[src/rtl/ahb3_lite_pkg.sv]
// Shared AHB3-Lite encodings and the data-phase state type used by the slaves.
package ahb3_lite_pkg;

  localparam logic [1:0] HTRANS_IDLE   = 2'b00;
  localparam logic [1:0] HTRANS_BUSY   = 2'b01;
  localparam logic [1:0] HTRANS_NONSEQ = 2'b10;
  localparam logic [1:0] HTRANS_SEQ    = 2'b11;

  localparam logic [2:0] HBURST_SINGLE = 3'b000;
  localparam logic [2:0] HBURST_INCR   = 3'b001;
  localparam logic [2:0] HBURST_WRAP4  = 3'b010;
  localparam logic [2:0] HBURST_INCR4  = 3'b011;
  localparam logic [2:0] HBURST_WRAP8  = 3'b100;
  localparam logic [2:0] HBURST_INCR8  = 3'b101;
  localparam logic [2:0] HBURST_WRAP16 = 3'b110;
  localparam logic [2:0] HBURST_INCR16 = 3'b111;

  localparam logic [2:0] HSIZE_BYTE = 3'b000;
  localparam logic [2:0] HSIZE_HALF = 3'b001;
  localparam logic [2:0] HSIZE_WORD = 3'b010;

  localparam logic HRESP_OKAY  = 1'b0;
  localparam logic HRESP_ERROR = 1'b1;

  typedef enum logic [2:0] {
    S_IDLE = 3'd0,
    S_WAIT = 3'd1,
    S_DATA = 3'd2,
    S_ERR1 = 3'd3,
    S_ERR2 = 3'd4
  } state_e;

endpackage

[src/rtl/ahb3_lite_wstrb_gen.sv]
// Byte-strobe generator for 32-bit AHB slaves: transfer size plus low address
// bits give the active byte lanes and whether the access is misaligned.
module ahb3_lite_wstrb_gen
  import ahb3_lite_pkg::*;
(
  input  logic [2:0] hsize,
  input  logic [1:0] addr_lo,
  output logic [3:0] strb,
  output logic       misalign
);

  always_comb begin
    strb     = 4'b0000;
    misalign = 1'b0;
    case (hsize)
      HSIZE_BYTE: strb = 4'b0001 << addr_lo;
      HSIZE_HALF: begin
        strb     = addr_lo[1] ? 4'b1100 : 4'b0011;
        misalign = addr_lo[0];
      end
      HSIZE_WORD: begin
        strb     = 4'b1111;
        misalign = |addr_lo;
      end
      default: begin
        strb     = 4'b0000;
        misalign = 1'b0;
      end
    endcase
  end

endmodule

[src/rtl/ahb3_lite_regfile_slave.sv]
// AHB3-Lite register-file slave: NUM_REGS x 32-bit registers, optional wait
// states, byte/halfword/word writes and two-cycle ERROR responses.
module ahb3_lite_regfile_slave #(
  parameter int ADDR_WIDTH  = 32,
  parameter int NUM_REGS    = 8,
  parameter int WAIT_STATES = 0
) (
  input  logic                     clk_i,
  input  logic                     rst_n_i,
  input  logic [ADDR_WIDTH-1:0]    haddr_i,
  input  logic [2:0]               hburst_i,
  input  logic [2:0]               hsize_i,
  input  logic [1:0]               htrans_i,
  input  logic [31:0]              hwdata_i,
  input  logic                     hwrite_i,
  input  logic                     hsel_i,
  input  logic                     hready_i,
  output logic [31:0]              hrdata_o,
  output logic                     hreadyout_o,
  output logic                     hresp_o,
  output logic [NUM_REGS*32-1:0]   regs_o,
  output logic [NUM_REGS-1:0]      wr_pulse_o
);
  import ahb3_lite_pkg::*;

  localparam int IDX_W = $clog2(NUM_REGS);
  localparam logic [3:0] WS_LOAD = (WAIT_STATES > 0) ? 4'(WAIT_STATES - 1) : 4'd0;

  state_e             state_q, state_d;
  logic [3:0]         cnt_q, cnt_d;
  logic               write_q;
  logic [IDX_W-1:0]   idx_q;
  logic [3:0]         strb_q;
  logic [31:0]        regs_q [NUM_REGS];
  logic [NUM_REGS-1:0] pulse_d;

  logic       can_take, take, req_err, commit;
  logic [3:0] strb_w;
  logic       misalign_w;

  // Burst type and the SEQ/NONSEQ distinction carry no meaning here.
  logic unused_ok;
  assign unused_ok = ^{hburst_i, htrans_i[0]};

  ahb3_lite_wstrb_gen u_wstrb (
    .hsize    (hsize_i),
    .addr_lo  (haddr_i[1:0]),
    .strb     (strb_w),
    .misalign (misalign_w)
  );

  assign can_take = (state_q == S_IDLE) || (state_q == S_DATA) || (state_q == S_ERR2);
  assign take     = can_take && hsel_i && hready_i && htrans_i[1];
  assign req_err  = (|haddr_i[ADDR_WIDTH-1:IDX_W+2]) || (hsize_i > HSIZE_WORD) || misalign_w;
  assign commit   = (state_q == S_DATA) && write_q;

  always_ff @(posedge clk_i or negedge rst_n_i) begin
    if (!rst_n_i) begin
      state_q <= S_IDLE;
      cnt_q   <= 4'd0;
      write_q <= 1'b0;
    end else begin
      state_q <= state_d;
      cnt_q   <= cnt_d;
      if (take) write_q <= hwrite_i;
    end
  end

  always_ff @(posedge clk_i) begin
    if (take) begin
      idx_q  <= haddr_i[IDX_W+1:2];
      strb_q <= strb_w;
    end
  end

  always_comb begin
    state_d     = state_q;
    cnt_d       = cnt_q;
    hreadyout_o = 1'b1;
    hresp_o     = HRESP_OKAY;
    case (state_q)
      S_IDLE, S_DATA, S_ERR2: begin
        if (state_q == S_ERR2) hresp_o = HRESP_ERROR;
        state_d = S_IDLE;
        if (take) begin
          if (req_err) begin
            state_d = S_ERR1;
          end else if (WAIT_STATES > 0) begin
            state_d = S_WAIT;
            cnt_d   = WS_LOAD;
          end else begin
            state_d = S_DATA;
          end
        end
      end
      S_WAIT: begin
        hreadyout_o = 1'b0;
        if (cnt_q == 4'd0) state_d = S_DATA;
        else               cnt_d   = cnt_q - 4'd1;
      end
      S_ERR1: begin
        hreadyout_o = 1'b0;
        hresp_o     = HRESP_ERROR;
        state_d     = S_ERR2;
      end
      default: state_d = S_IDLE;
    endcase
  end

  always_comb begin
    pulse_d = '0;
    for (int k = 0; k < NUM_REGS; k++)
      pulse_d[k] = commit && (idx_q == IDX_W'(k));
  end

  // Write data arrives in the data phase, so lanes are merged at the edge ending S_DATA.
  always_ff @(posedge clk_i or negedge rst_n_i) begin
    if (!rst_n_i) begin
      for (int k = 0; k < NUM_REGS; k++) regs_q[k] <= 32'd0;
      wr_pulse_o <= '0;
    end else begin
      wr_pulse_o <= pulse_d;
      if (commit) begin
        for (int b = 0; b < 4; b++)
          if (strb_q[b]) regs_q[idx_q][8*b +: 8] <= hwdata_i[8*b +: 8];
      end
    end
  end

  always_comb begin
    regs_o = '0;
    for (int k = 0; k < NUM_REGS; k++) regs_o[32*k +: 32] = regs_q[k];
  end

  assign hrdata_o = ((state_q == S_DATA) && !write_q) ? regs_q[idx_q] : 32'd0;

endmodule

[config.mk]
export PLATFORM = sky130hd
export DESIGN_NAME = ahb3_lite_regfile_slave
export DESIGN_NICKNAME = d
export VERILOG_FILES = /design/src/rtl/ahb3_lite_pkg.sv /design/src/rtl/ahb3_lite_wstrb_gen.sv /design/src/rtl/ahb3_lite_regfile_slave.sv
export SDC_FILE = /design/constraint.sdc
export NUM_CORES = 1
export LEC_CHECK = 0
export BUFFER_PORTS_ARGS = -buffer_cell sky130_fd_sc_hd__buf_2
export CELL_PAD_IN_SITES_DETAIL_PLACEMENT = 0
export CELL_PAD_IN_SITES_GLOBAL_PLACEMENT = 2
export CORE_ASPECT_RATIO = 0.5
export CORE_MARGIN = 1
export CORE_UTILIZATION = 39
export DETAILED_ROUTE_END_ITERATION = 6
export PLACE_DENSITY = 0.95
export SYNTH_ARGS = -nofsm -noshare
export SYNTH_HDL_FRONTEND = slang
export SYNTH_SLANG_ARGS = --single-unit
[constraint.sdc]
create_clock -name clk_i -period 3.91 [get_ports clk_i]
set_input_delay 0.782 -clock clk_i [delete_from_list [all_inputs] [get_ports clk_i]]
set_output_delay 0.782 -clock clk_i [all_outputs]
set_load 0.05 [all_outputs]
# Yosys cells after proc, flatten, opt, wreduce, memory -nomap -nowiden
# Cells that the tools add are included.
# W data, S select, Z words.
totals:
  out_inout_bits: 298
  inputBits: 77
  ff_bits: 279
op_classes:
  eq_ne: 14
  n_mux: 33
  n_bitwise: 2
  n_addsub: 1
  reduce_logical: 28
  n_lt_le_gt_ge: 3
  shifts: 1
ops:
  columns: ["cell", "count"]
  rows:
  - ["$mux W256", 7]
  - ["$bwmux W256", 4]
  - ["$demux W32 S3", 4]
  - ["$mux W32", 4]
  - ["$bmux W32 S3", 1]
  - ["$reduce_or A27 Y1", 1]
  - ["$mux W24", 1]
  - ["$mux W16", 1]
  - ["$eq A3 B2 Y1 const B", 5]
  - ["$eq A3 B3 Y1 const B", 5]
  - ["$logic_and A1 B1 Y1", 14]
  - ["$pmux W4 S3", 1]
  - ["$eq A3 B1 Y1 const B", 3]
  - ["$logic_not A3 Y1", 3]
  - ["$pmux W3 S3", 1]
  - ["$mux W8", 1]
  - ["$ge A4 B4 Y1 const B", 1]
  - ["$logic_not A4 Y1", 1]
  - ["$logic_or A1 B1 Y1", 4]
  - ["$lt A4 B1 Y1 const B", 1]
  - ["$mux W4", 1]
  - ["$not A3 Y4", 1]
  - ["$pmux W1 S2", 2]
  - ["$reduce_or A2 Y1", 2]
  - ["11 further kinds", 13]

# Depth between registers and ports, before layout
# Gate-level depths: netlist of run 1.
depth:
  ltp_word: 16
  ltp_mapped: 6
  mapped_depth_nobuf: 5

# By module
# Synthesis of run 1 repeated with hierarchy kept, for this count alone.
hier_totals:
  cells_unflattened: 821
  area_unflattened_um2: 12862.3
by_module_without_submodules:
  columns: ["mod", "cells_per_inst", "n_inst", "seq_area_each_um2", "area_each_um2"]
  rows:
  - ["ahb3_lite_regfile_slave", 805, 1, 7016.7, 12779.8]
  - ["ahb3_lite_wstrb_gen", 16, 1, 0.0, 82.6]

# Worst setup path after synthesis of run 1
# OpenSTA, ideal clock, no wires.
synth_path:
  path_type: "register to output"
  startpoint: "register state_q[0]"
  endpoint: "output port hrdata_o[0]"
  path_buffers: 2
  arrival_ns: 2.026
  required_time_ns: 3.128
  setup_slack_ns: 1.102
  path_stages_with_launch: 5
  cell_sequence: "dfrtp_1 or4b_2 clkbuf_1 buf_2 nor2_1"
synth_between:
  elab_chain_len: 3
synth_lines:
  columns: ["element", "line", "source"]
  rows:
  - ["start, declared", "ahb3_lite_regfile_slave.sv:29", "state_e state_q, state_d;"]
  - ["start signal, assigned", "ahb3_lite_regfile_slave.sv:63", "state_q <= state_d;"]
  - ["$eq A3 B2 Y1", "ahb3_lite_regfile_slave.sv:135", "assign hrdata_o = ((state_q == S_DATA) && !write_q) ? regs_q[idx_q] : 32'd0;"]
  - ["$logic_and A1 B1 Y1", "ahb3_lite_regfile_slave.sv:135", null]
  - ["$mux W32", "ahb3_lite_regfile_slave.sv:135", null]
  - ["end, declared", "ahb3_lite_regfile_slave.sv:18", "output logic [31:0] hrdata_o,"]
# No other way between the ends.

# Worst setup path after layout of run 1
layout_path:
  startpoint: "register state_q[0]"
  endpoint: "output port hrdata_o[14]"
# Same word-level chain as after synthesis.

==> results.toml, run 1 <==
[sta]
worstMarginPinSlew_ns = 1.03
skew_ns = 0.0192
setup_viol = 0
post-route-min-period_ns = 3.50
period_share_pct = 89.5
relSlewSlack_pct = 31.4
timing.fmax_mhz = 286
rsz0062_at_grt = "no"
tns_ns = 0
drv_slew = 0
hold_viol_final = 0

[setup_path]
critPathLaunch = "state_q[0]"
crit_path_end_kind = "output port"
reg2reg_depth = 5
cp_data_required_time_ns = 3.13
critPathMaxStageDelay_ns = 1.16
start_kind = "flip-flop"
r2r_setup_slack_ns = 1.41
timing.rr.end = "regs_o[23]"
crit_end = "hrdata_o[14]"
crit_slowest_cell = "or4b_2"
arrival_ns = 2.72
r2r_start = "state_q[2]"
path_cells = "or4b_2 -> nor2_1 -> buf_2"
cp_max_fo = 32
criticalPathCategory = "flip-flop to output port"

[clock_tree]
cts_buffer_depth = 3
ctsHoldBuffers = 0
tritoncts = "built"
clock-sinks = 279
cts_setup_buffers = 0
clk_latency_ns = 0.55
h-tree-depth = 1
path_clk_slew_ns = 0.07
cts_buffers = 27
cts-root-buf = "clkbuf_16"
ctsResizeCount = 0

[pwr]
switching_share_pct = 36.4
p_leak_uw = 0.00823
cell_internal_pwr_uw = 5640
totalPowerFinal_uw = 8860
seq_power_share_pct = 39.9
switchingPower_uw = 3230
power_per_cell_area_nw_per_um2 = 543
ir_drop_mv = 0.289
power_frac_comb_pct = 27.5
p_clk_share_pct = 32.6

[global_route]
antenna_found_initial = 2
grt_pass1_vias = 8959
grt_pass1_wl_um = 57500
grt_max_degree = 108
globalRoute.totalOverflow = 0
grt_util_all_layers_pct = 22.5

[layout]
syn_to_final_growth_pct = 25.8
layout.nets = 1265
final_cell_mix = "369 x buf_2, 272 x dfrtp_1, 166 x mux2_2"
fillers = 2731
final_common_cell = "buf_2"
drive_gt1_share_pct = 57.8

[min_path]
hold_class = "input pin to async pin"

[synth]
yosys.area_share.adder_pct = 0.0965
synth_nets = 888
synth_top_family_by_area = "multiplexers"
yosysWarnings = 0
ys_seq_elements = 279
synth-async-reset-ratio_pct = 97.5
synth_compound_area_share_pct = 0.782
synth-xor-area-share_pct = 0.135
synth_edf_count = 7
post_synth_inst_count = 810
syn-cell-area_um2 = 13000
synth-simple-area-share_pct = 7.19
ys_seq_area_share_pct = 54.1
avgSynthCellArea_um2 = 16.0
synth_mux_area_share_pct = 36.0
synth_cell_type_count = 41
synth-main-ff-cell = "dfrtp_1"

[status]
status = "completed"

[route]
totalWireLength_um = 39100
drtAntennaViolNets = 0
post_drt_wl_per_cell_um = 23.8
route.vias.total = 8751
initialDrtViolationCount = 687
drcViolationCount = 0
via_per_inst = 5.33
first_pass_iters = 4

[floorplanning]
dieHeight_um = 131
start_util_pct = 40.3
die_area_um2 = 34000
io_pins = 375
rows = 46
core_area_um2 = 32200
dieWidth_um = 260

[place]
io_buffers = 370
gp_congestion = 0.846
dp_hpwl_um = 28000

[flow_run]
cap_violations = 0
==> logic make-up after synthesis <==
| kind of cell | after synthesis |
|---|---|
| xor+xnor | 2 |
| compound gates | 16 |
| fa+ha+maj | 1 |
| simple gates | 119 |
| buf+inv | 39 |
| flops | 279 |
| mux | 354 |
==> cell usage after synthesis (all sizes together) (3+ instances only) <==
| master | count | area share [%] |
|---|---|---|
| nor2b | 5 | 0.24 |
| buf | 30 | 1.4 |
| clkbuf | 3 | 0.087 |
| mux4 | 64 | 11 |
| o21a | 3 | 0.17 |
| mux2 | 257 | 22 |
| nand3 | 4 | 0.54 |
| nand2b | 3 | 0.16 |
| nor2 | 53 | 3.3 |
| nand2 | 30 | 1.6 |
| nor3 | 3 | 0.12 |
| mux2i | 33 | 2.5 |
| and3 | 4 | 0.19 |
| inv | 6 | 0.17 |
| edfxtp | 7 | 1.6 |
| a21oi | 8 | 0.34 |
| dfrtp | 272 | 53 |
| nor4 | 6 | 0.29 |
==> registers in the layout, summed over array words and instances (netlist names) <==
register    flops
cnt_q           4
idx_q           3
regs_o        256
state_q         3
strb_q          4
wr_pulse_o      8
write_q         1
==> through the flow <==
stage                     utilization [%]  setup WS, ns  cells  instance area, µm²  hold WS [ns]
after global placement               47.6         0.979   1590               15300         0.480
after CTS                            50.7         0.416   1639               16300         0.232
after detailed placement             47.6          1.01   1590               15300         0.502
final                                50.7         0.411   1641               16300         0.211
after global routing                 50.7         0.328   1641               16300         0.253
after floorplan                         -          1.10    810               13000         0.468
==> cell type report <==
class                      instances  area, µm²  area share, %
sequential                       279       7020           43.0
multi-input combinational        492       5730           35.1
timing repair buffer             381       2010           12.3
clock buffer                      32        767           4.70
tap                              432        541           3.31
clock inverter                    17        221           1.36
inverter                           6       22.5          0.138
antenna                            2       5.00         0.0307
==> layer usage <==
metal | track usage, % | part of all wire (%) | vias to the layer above
li1 | - | - | 3767
met1 | 29.0 | 41 | 4704
met2 | 39.2 | 52 | 206
met3 | 3.45 | 3.5 | 74
met4 | 7.68 | 3.2 | 0
met5 | 0 | 0 | -
==> power by group through the flow <==
stage / logic [µW] / registers, µW / clock network, µW
2_1_floorplan: 583 / 4690 / 0
3_3_place_gp: 2410 / 3560 / 0
3_5_place_dp: 2440 / 3590 / 0
4_1_cts: 2450 / 3530 / 2950
5_1_grt: 2520 / 3580 / 3080
6_report: 2430 / 3540 / 2890
==> worst min path at each step <==
stage                     start          end  slack [ns]  cells past startpoint
finish                  rst_n_i   regs_o[16]        0.21                      1
global route            rst_n_i   regs_o[80]        0.25                      1
CTS                     rst_n_i  regs_o[117]        0.23                      1
detailed placement  regs_o[223]  regs_o[223]        0.50                      1
global placement       cnt_q[3]     cnt_q[3]        0.48                      1
floorplan              cnt_q[3]     cnt_q[3]        0.47                      1
==> critical path: cells and delay by family, from the launching register on <==
family,cells,cell delay (ns)
flip-flops,1,0.44
buffers and inverters,1,0.29
AND/OR/NAND/NOR,2,1.43
(Power assumes the default switching activity.)
==> inputs of run 2 (changes only) <==
--- a/config.mk
+++ b/config.mk
@@ -11,6 +11,7 @@
 export CORE_ASPECT_RATIO = 0.5
 export CORE_MARGIN = 1
 export CORE_UTILIZATION = 39
+export CTS_CLUSTER_DIAMETER = 100
 export DETAILED_ROUTE_END_ITERATION = 6
 export PLACE_DENSITY = 0.95
 export SYNTH_ARGS = -nofsm -noshare
==> constraint.sdc (replaced) <==
create_clock -name clk_i -period 4.11 [get_ports clk_i]
set_input_delay 0.822 -clock clk_i [delete_from_list [all_inputs] [get_ports clk_i]]
set_output_delay 0.822 -clock clk_i [all_outputs]
set_load 0.05 [all_outputs]
==> run 2 against run 1 <==
  * Combinational power down 5%
  * Routed wire length down 0.65%
  * Clock power down 17%
  * Register-to-register slack worse by 0.15 ns
  * Sequential share of layout area up 0.33 points
  * Die area unchanged
  * Utilization down 0.38 points
  * Power down 8.8%
  * Critical endpoint is now hrdata_o[23]
  * Largest cell class unchanged
  * Largest power group unchanged
==> results.toml, run 2 (synthesis results as in run 1) <==
[route]
route.vias.total = 8780
initialDrtViolationCount = 503
via_per_inst = 5.35
drcViolationCount = 0
drtAntennaViolNets = 0
first_pass_iters = 5
post_drt_wl_per_cell_um = 23.6
totalWireLength_um = 38800

[setup_path]
path_cells = "or4b_2 -> nor2_1 -> buf_2"
r2r_setup_slack_ns = 1.26
criticalPathCategory = "flip-flop to output port"
reg2reg_depth = 5
arrival_ns = 2.76
cp_data_required_time_ns = 3.29
timing.rr.end = "regs_o[245]"
critPathBufInv = 1
crit_path_end_kind = "output port"
critPathMaxStageDelay_ns = 1.18
r2r_start = "idx_q[1]"
crit_slowest_cell = "or4b_2"
cp_max_fo = 32
crit_family = "simple AND/OR/NAND/NOR gates"
start_kind = "flip-flop"

[flow_run]
cap_violations = 0

[clock_tree]
cts-root-buf = "clkbuf_16"
ctsHoldBuffers = 0
h-tree-depth = 1
ctsResizeCount = 0
clk_latency_ns = 0.53
path_clk_slew_ns = 0.06
cts_setup_buffers = 0
tritoncts = "built"
cts_buffers = 26
cts_buffer_depth = 3
clock-sinks = 279

[sta]
drv_slew = 0
timing.fmax_mhz = 279
period_share_pct = 87.3
rsz0062_at_grt = "no"
skew_ns = 0.0145
tns_ns = 0
setup_viol = 0
relSlewSlack_pct = 27.3
setup_ws_ns = 0.524
post-route-min-period_ns = 3.59
worstMarginPinSlew_ns = 1.09
hold_viol_final = 0

[layout]
largest_register_ffs = 256
drive_gt1_share_pct = 57.4
antennaDiodeCount = 0
final_common_cell = "buf_2"
final_area_um2 = 16200
final_cell_mix = "369 x buf_2, 272 x dfrtp_1, 166 x mux2_2"
layout.nets = 1269
syn_to_final_growth_pct = 24.9
final_util_pct = 50.3
regArea_um2 = 7020
fillers = 2743
finalNonFillerCells = 1642
multi_input_comb_area_um2 = 5730

[global_route]
grtUsageMet1_pct = 28.9
grt_pass1_wl_um = 57600
busiest_layer = "met2"
grt_max_degree = 122
antenna_found_initial = 0
grt_pass1_vias = 9009
grtUsageMet3_pct = 3.61
globalRoute.totalOverflow = 0
grtUsageMet2_pct = 39.7
grt_util_all_layers_pct = 22.4

[pwr]
ir_drop_mv = 0.271
power_per_cell_area_nw_per_um2 = 500
p_leak_uw = 0.00819

[floorplanning]
core_area_um2 = 32200
start_util_pct = 40.3
dieWidth_um = 260
dieHeight_um = 131
io_pins = 375
rows = 46
die_area_um2 = 34000

[place]
placedCellCount = 1595
placed_area_um2 = 15300
pre_cts_ws_ns = 1.12
gp_congestion = 0.841
io_buffers = 370
dp_hpwl_um = 28600

[min_path]
hold_class = "input pin to async pin"

[status]
status = "completed"
[run 2: per-layer routing]
layer / share of wire, % / vias to the layer above
met5: 0 / -
li1: - / 3773
met4: 2.2 / 0
met3: 4.0 / 61
met2: 53 / 222
met1: 41 / 4724
[run 2: area by class of cell]
class,count,share of cell area [%]
sequential,279,43.3
multi-input combinational,492,35.4
timing repair buffer,386,12.6
clock buffer,39,4.82
tap,432,3.34
clock inverter,8,0.402
inverter,6,0.139
[run 2: how the worst max path moves through the flow]
| stage | from | end | cells past startpoint |
|---|---|---|---|
| final | state_q[0] | hrdata_o[23] | 3 |
| after global routing | idx_q[0] | hrdata_o[27] | 6 |
| after CTS | state_q[0] | hrdata_o[23] | 3 |
| after detailed placement | state_q[0] | hrdata_o[23] | 3 |
| after global placement | state_q[0] | hrdata_o[19] | 3 |
| after floorplan | state_q[0] | hrdata_o[0] | 4 |
[run 2: through the flow]
step	hold slack (ns)	total power, µW
after floorplan	0.468	5020
after CTS	0.435	8140
after detailed placement	0.496	5730
after global placement	0.480	5680
after global routing	0.434	8380
final	0.378	8090
[run 2: report_power, final]
group / internal [µW] / leakage, µW / total (µW) / switching (µW)
registers: 3080 / 0.00352 / 3360 / 279
logic: 632 / 0.00425 / 2320 / 1680
clock network: 1370 / 0.000424 / 2410 / 1040
total: 5090 / 0.00819 / 8090 / 3000
==> inputs of run 3 (changes only) <==
--- a/config.mk
+++ b/config.mk
@@ -10,10 +10,12 @@
 export CELL_PAD_IN_SITES_GLOBAL_PLACEMENT = 2
 export CORE_ASPECT_RATIO = 0.5
 export CORE_MARGIN = 1
-export CORE_UTILIZATION = 39
+export CORE_UTILIZATION = 40
+export CTS_BUF_LIST = sky130_fd_sc_hd__clkbuf_8
 export CTS_CLUSTER_DIAMETER = 100
 export DETAILED_ROUTE_END_ITERATION = 6
 export PLACE_DENSITY = 0.95
+export SLEW_MARGIN = 30
 export SYNTH_ARGS = -nofsm -noshare
 export SYNTH_HDL_FRONTEND = slang
 export SYNTH_SLANG_ARGS = --single-unit
==> run 3 against run 2 <==
  * Sequential power about the same
  * First-iteration DRC count fell by 27%
  * Register-to-register slack gained 0.18 ns
  * Utilization increased by 0.36 points
==> results.toml, run 3 (synthesis results as in run 1) <==
[global_route]
grt_util_all_layers_pct = 22.5
globalRoute.totalOverflow = 0
grt_max_degree = 101
grt_pass1_vias = 8972
grt_pass1_wl_um = 56500
antenna_found_initial = 3

[clock_tree]
ctsResizeCount = 0
path_clk_slew_ns = 0.06
tritoncts = "built"
h-tree-depth = 2
ctsHoldBuffers = 0
cts_buffer_depth = 3
cts_setup_buffers = 0
clk_latency_ns = 0.56
cts-root-buf = "clkbuf_8"
clock-sinks = 279
cts_buffers = 42

[route]
drcViolationCount = 0
first_pass_iters = 4
route.vias.total = 8842
totalWireLength_um = 38600
via_per_inst = 5.33
initialDrtViolationCount = 365
post_drt_wl_per_cell_um = 23.3
drtAntennaViolNets = 0

[layout]
drive_gt1_share_pct = 57.4
layout.nets = 1278
final_common_cell = "buf_2"
largest_register_ffs = 256
final_cell_mix = "369 x buf_2, 272 x dfrtp_1, 166 x mux2_2"
syn_to_final_growth_pct = 24.2

[pwr]
seq_power_share_pct = 42.5
ir_drop_mv = 0.183
cell_internal_pwr_uw = 4880
switching_share_pct = 38.1
switchingPower_uw = 3000
power_per_cell_area_nw_per_um2 = 490
power_frac_comb_pct = 29.3
p_leak_uw = 0.00820
p_clk_share_pct = 28.1

[setup_path]
crit_path_end_kind = "output port"
start_kind = "flip-flop"
criticalPathCategory = "flip-flop to output port"
cp_max_fo = 43
cp_data_required_time_ns = 3.29
crit_slowest_cell = "mux4_2"
path_cells = "buf_12 -> mux4_2 -> mux2i_1 -> nor2_1 -> buf_2"
reg2reg_depth = 5
arrival_ns = 2.57
critPathMaxStageDelay_ns = 0.58

[sta]
setup_viol = 0
rsz0062_at_grt = "no"
relSlewSlack_pct = 48.3
drv_slew = 0
tns_ns = 0
timing.fmax_mhz = 294
period_share_pct = 82.6
skew_ns = 0.0280
worstMarginPinSlew_ns = 0.775
whs_ns = 0.313
hold_viol_final = 0
post-route-min-period_ns = 3.40

[floorplanning]
die_area_um2 = 33200
rows = 46
io_pins = 375
dieWidth_um = 257
start_util_pct = 40.8
dieHeight_um = 129
core_area_um2 = 31800

[place]
gp_congestion = 0.921
dp_hpwl_um = 27100
io_buffers = 370

[status]
status = "completed"

[min_path]
hold_class = "input pin to async pin"

[flow_run]
cap_violations = 0
## run 3: cell count changes in the layout (fill, tap and decap cells not counted), sizes merged
| cell | change |
|---|---|
| inv | +13 |
| buf | -7 |
| diode | +2 |
| clkbuf | +15 |
| clkinv | -5 |
| bufinv | -1 |
## run 3: path summary, 6_finish.rpt
kind                             start      endpoint  slack, ns
min in group clk_i          haddr_i[4]      idx_q[2]       0.44
hold reg to reg            regs_o[234]   regs_o[234]       0.51
setup reg to reg            state_q[2]    regs_o[24]       1.44
hold / removal                 rst_n_i   regs_o[168]       0.31
max in group asynchronous      rst_n_i   regs_o[245]       2.79
setup / recovery              idx_q[0]  hrdata_o[13]       0.71
## run 3: worst max-delay path: cells and delay by family, from the launching register on
kind	cells	cell delay (ns)
buffers and inverters	2	0.60
muxes	2	0.93
and+or+nand+nor	1	0.10
DFF	1	0.40
## run 3: final cells by class
cell class	count	area, µm²
diodes	2	5.00
clock buffers	54	743
clock inverters	15	58.8
fillers	2749	15700
inverters	6	22.5
multi-input cells	492	5730
flip-flops and latches	279	7020
well taps	432	541
repair buffers	379	1980
## run 3: power by group through the flow
stage / combinational (µW) / sequential, µW / clock, µW
after floorplan: 555 / 4460 / 0
after global placement: 2290 / 3370 / 0
after detailed placement: 2320 / 3400 / 0
after CTS: 2320 / 3350 / 2280
after global routing: 2390 / 3390 / 2400
final: 2310 / 3350 / 2220
## run 3: per-stage QoR
stage / power (µW) / setup WS, ns / utilization (%) / area (µm²) / instances
6_report: 7880 / 0.714 / 50.7 / 16100 / 1659
3_3_place_gp: 5660 / 1.19 / 48.1 / 15300 / 1588
3_5_place_dp: 5720 / 1.14 / 48.1 / 15300 / 1588
4_1_cts: 7950 / 0.509 / 50.6 / 16100 / 1657
2_1_floorplan: 5020 / 1.26 / - / 13000 / 810
5_1_grt: 8180 / 0.526 / 50.7 / 16100 / 1659
## run 3: metal layers
layer / routed length, µm / GRT usage [%]
met1: 16300 / 29.7
met5: 0 / 0
met3: 1760 / 3.85
met4: 1280 / 8.72
met2: 19200 / 37.6
